**src/rtl/truth_table_sweeper.sv**
```systemverilog
// Self-check sequencer for a 4-input combinational unit: sweeps all 16 input vectors,
// captures the unit's output into a truth table and compares it against an expected table.
module truth_table_sweeper #(
  parameter int unsigned SETTLE = 2,
  parameter int unsigned CW     = 4
) (
  input  logic        iClk,
  input  logic        iRst,
  input  logic        iStart,
  input  logic        iAbort,
  input  logic [15:0] iExpected,
  input  logic        iY,
  output logic        oA,
  output logic        oB,
  output logic        oC,
  output logic        oD,
  output logic        oBusy,
  output logic        oDone,
  output logic [15:0] oTable,
  output logic [4:0]  oErrCnt,
  output logic [3:0]  oFirstErr,
  output logic        oPass
);

  typedef enum logic [1:0] {StIdle, StApply, StSample, StDone} state_e;

  localparam logic [CW-1:0] SettleLast = CW'(SETTLE - 1);

  state_e        state_q, state_d;
  logic [3:0]    idx_q, idx_d;
  logic [CW-1:0] cnt_q, cnt_d;
  logic [15:0]   table_q, table_d;
  logic [4:0]    err_cnt_q, err_cnt_d;
  logic [3:0]    first_err_q, first_err_d;
  logic          pass_q, pass_d;

  always_ff @(posedge iClk or posedge iRst) begin
    if (iRst) begin
      state_q     <= StIdle;
      idx_q       <= '0;
      cnt_q       <= '0;
      table_q     <= '0;
      err_cnt_q   <= '0;
      first_err_q <= '0;
      pass_q      <= 1'b0;
    end else begin
      state_q     <= state_d;
      idx_q       <= idx_d;
      cnt_q       <= cnt_d;
      table_q     <= table_d;
      err_cnt_q   <= err_cnt_d;
      first_err_q <= first_err_d;
      pass_q      <= pass_d;
    end
  end

  always_comb begin
    state_d     = state_q;
    idx_d       = idx_q;
    cnt_d       = cnt_q;
    table_d     = table_q;
    err_cnt_d   = err_cnt_q;
    first_err_d = first_err_q;
    pass_d      = pass_q;

    unique case (state_q)
      StIdle: begin
        if (iStart) begin
          state_d     = StApply;
          idx_d       = '0;
          cnt_d       = '0;
          table_d     = '0;
          err_cnt_d   = '0;
          first_err_d = '0;
          pass_d      = 1'b0;
        end
      end
      StApply: begin
        if (iAbort) begin
          state_d = StIdle;
          idx_d   = '0;
          cnt_d   = '0;
        end else if (cnt_q == SettleLast) begin
          state_d = StSample;
        end else begin
          cnt_d = cnt_q + 1'b1;
        end
      end
      StSample: begin
        // Abort wins over the capture scheduled for this cycle.
        if (iAbort) begin
          state_d = StIdle;
          idx_d   = '0;
          cnt_d   = '0;
        end else begin
          table_d[idx_q] = iY;
          if (iY != iExpected[idx_q]) begin
            err_cnt_d = err_cnt_q + 5'd1;
            if (err_cnt_q == 5'd0) begin
              first_err_d = idx_q;
            end
          end
          if (idx_q == 4'd15) begin
            state_d = StDone;
          end else begin
            idx_d   = idx_q + 4'd1;
            cnt_d   = '0;
            state_d = StApply;
          end
        end
      end
      StDone: begin
        pass_d  = (err_cnt_q == 5'd0);
        idx_d   = '0;
        cnt_d   = '0;
        state_d = StIdle;
      end
      default: state_d = StIdle;
    endcase
  end

  logic [3:0] vec;

  always_comb begin
    oBusy = (state_q == StApply) || (state_q == StSample);
    oDone = (state_q == StDone);
    vec   = oBusy ? idx_q : 4'b0000;
  end

  assign oA        = vec[3];
  assign oB        = vec[2];
  assign oC        = vec[1];
  assign oD        = vec[0];
  assign oTable    = table_q;
  assign oErrCnt   = err_cnt_q;
  assign oFirstErr = first_err_q;
  assign oPass     = pass_q;

endmodule
```
**config.mk**
```make
export PLATFORM = sky130hd
export DESIGN_NAME = truth_table_sweeper
export DESIGN_NICKNAME = d
export VERILOG_FILES = /design/src/rtl/truth_table_sweeper.sv
export SDC_FILE = /design/constraint.sdc
export NUM_CORES = 1
export LEC_CHECK = 0
export CAP_MARGIN = 10
export CORE_AREA = 5 5 77 79
export DETAILED_ROUTE_END_ITERATION = 10
export DIE_AREA = 0 0 82 84
export HOLD_SLACK_MARGIN = 0.1
export PLACE_DENSITY = 0.75
export SLEW_MARGIN = 20
export SYNTH_ARGS = -nofsm -noshare
export SYNTH_HDL_FRONTEND = slang
export SYNTH_SLANG_ARGS = --single-unit
```
**constraint.sdc**
```tcl
create_clock -name iClk -period 2.5 [get_ports iClk]
set_input_delay 0.5 -clock iClk [delete_from_list [all_inputs] [get_ports iClk]]
set_output_delay 0.5 -clock iClk [all_outputs]
set_load 0.02 [all_outputs]
```
==> impl_metrics.toml <==
[hold_path]
min_delay_path_depth = 1
min_from = "oTable[13]"
hold_path_end = "oTable[13]"
min_path_type = "register to register"

[yosys]
synth_cells = 222
async_flop_share = 1.000
synth_seq_cells = 36
synth_commonest_cells = "dfrtp_1, nand2_1, a22o_1, mux2_2, nor2_1"
yosysSeqAreaShare = 0.4009
synth_top_area_frac = 0.4009
syn_area_per_cell_sq_um = 10.12
synth_flop_cell = "dfrtp_1"
yosys.area.top_type = "dfrtp_1"
ys_top_cells_by_area = "dfrtp_1, mux2_2, ha_1, nand2_1, a22o_1"
synth.most_common_cell = "dfrtp_1"
yosys.cell_types.count = 39
synth_enable_flop_cells = 0
syn-num-nets = 255
syn_area_sq_um = 2247
ys_warn_count = 0

[die]
dieArea_sq_um = 6888
num_io_pins = 53
dieHeight_microns = 84
start_util = 0.4264
std_cell_rows = 27
design.core.area_sq_um = 5270
die_w_microns = 82

[critical_path]
path_buf_inv = 1
r2r-end = "oFirstErr[0]"
start_kind = "primary input"
critPathCaptureType = "register"
cpPeakStageDelay_ns = 0.56
cp.required_ns = 2.68
timing.rr.start = "idx_q[1]"
crit_arrival_ns = 2.63
crit_type = "primary input to register"
r2r_cells = 5
path_max_fanout = 4
cp_cell_sequence = "clkdlybuf4s50_1, mux4_2, mux4_2, xnor2_4, or2b_4, a31o_4"
slowest_stage = "mux4_2"
cpMostUsedCell = "mux4_2"
path_delay_family = "multiplexers"
r2r_slack_ns = 0.09

[clocking]
cts.htree.levels = 2
path_clk_slew_ns = 0.08
cts_hold_buf = 0
cts_buffers = 5
cts_tree = "done"
clock_sinks = 36
clockBufferDepth = 2
insertion_delay_ns = 0.29
root_buffer = "clkbuf_8"

[placed_design]
io_buffers = 52
dp_hpwl_microns = 4070
place_area_sq_um = 2903
gp_congestion = 0.7639
pre_cts_ws_ns = -0.3479
placed_cells = 348

[timing]
max_freq_mhz = 407.2
hold_violations = 0
setup_viol = 0
max_slew_margin = 0.6832
fin_crit_sh = 0.9823
worst_pin_slew_ns = 0.4752
finClkSkew_ns = 0.006504
slew_violations = 0
setup_ws_ns = 0.04420
fin_crit_ns = 2.456

[finish]
finalNetCount = 316
fin_area_sq_um = 3065
drive_gt1_frac = 0.1620
finish.utilization = 0.5817
nFillCells = 476
fin_cells = 356
area_growth_syn_to_layout_pct = 36.41
n_antenna_cell = 0

[route]
dr.first_iter.drc_count = 118
vias = 1882
wl_per_cell_microns = 15.41
drc = 0
wl_microns = 5487
via_per_inst = 5.287
drt.antenna.violating_nets = 0
dr.pass1.iters = 6

[pwr]
irDropWorstVdd_mv = 0.5989
power.leakage_nw = 1.334
power_density_nw_per_um2 = 738.6

[flow_run]
maxCapViolations = 0

[global_route]
grt_pass1_wl_microns = 9349
grt_max_degree = 37
first_global_vias = 1990
track_usage = 0.1733
grt-ovfl-total = 0
antenna_found_initial = 0

[outcome]
outcome = "complete, no violations"
## registers in the layout (all words and copies together), names as in the netlist
register / cells
state_q: 2
idx_q: 4
oFirstErr: 4
cnt_q: 4
oPass: 1
oTable: 16
oErrCnt: 5
## where the power goes
part | internal, W | leakage, nW | switching (W)
clock network | 0.000352 | 0.0645 | 0.000210
logic | 0.000402 | 0.771 | 0.000616
registers | 0.000632 | 0.499 | 0.0000530
total | 0.00139 | 1.33 | 0.000878
## what timing repair did
| item | 4_1_cts | 5_1_grt |
|---|---|---|
| endpoints found under the setup margin | 4 | 7 |
| buffers inserted | 0 | 0 |
| gates resized for setup | 2 | 11 |
| gates cloned | 0 | 0 |
| pin swaps | 0 | 2 |
## metal layers
layer | part of all wire | track usage | up-vias
li1 | - | - | 913
met1 | 0.44 | 0.2113 | 925
met2 | 0.50 | 0.2924 | 38
met3 | 0.042 | 0.04320 | 6
met4 | 0.012 | 0.05740 | 0
met5 | 0 | 0 | -
## kinds of logic after synthesis
| group | after synthesis | synth area share |
|---|---|---|
| adders and majority gates | 12 | 0.06681 |
| DFF | 36 | 0.4009 |
| xor gates and xnor gates | 4 | 0.02395 |
| AOI/OAI and AO/OA | 46 | 0.1470 |
| and+or+nand+nor | 78 | 0.1665 |
| buffers and inverters | 20 | 0.03675 |
| muxes | 26 | 0.1581 |
## layout by cell type, fill, tap and decap left out, types with 2 or more instances in the layout
master and instances:
clkbuf_8 7, a22o_1 14, ha_1 12, nand4_1 8, dfrtp_1 36, mux2i_1 7, mux2_2 14, nor2_1 13
o21ai_1 3, a31o_4 2, buf_4 11, a21oi_2 2, dlymetal6s2s_1 2, nand2_1 34, a21oi_1 4, clkdlybuf4s50_1 50
mux4_2 3, o21ai_0 9, mux4_1 2, o2bb2ai_1 3, nand3_1 2, nor2b_1 5, xor2_1 2, inv_1 10
and2_1 3, nand2b_1 7
## area by class of cell
class	instances	area (sq um)	area share
Clock buffer	7	96.34	0.03143
Multi-Input combinational cell	166	1291	0.4212
Sequential cell	36	900.9	0.2939
Timing Repair Buffer	64	619.3	0.2020
Clock inverter	1	30.03	0.009796
Inverter	10	37.54	0.01224
Tap cell	72	90.09	0.02939
## worst max path at each step
stage	start	to	depth (start not counted)
floorplan	idx_q[1]	oFirstErr[0]	6
global placement	iExpected[11]	oFirstErr[0]	6
detailed placement	iExpected[11]	oFirstErr[1]	6
CTS	iExpected[12]	oErrCnt[0]	7
global route	iExpected[13]	oFirstErr[0]	6
finish	iExpected[13]	oFirstErr[0]	6
## per-stage QoR
step	hold WS (ns)	power, W	setup TNS [ns]
after global routing	0.5067	0.002412	-0.005178
after detailed placement	0.4795	0.001677	-2.687
final	0.4932	0.002264	0
after floorplan	0.5057	0.001331	0
after CTS	0.4981	0.002254	0
after global placement	0.4891	0.001649	-2.483
No activity file was read; power rests on OpenSTA's default activity.
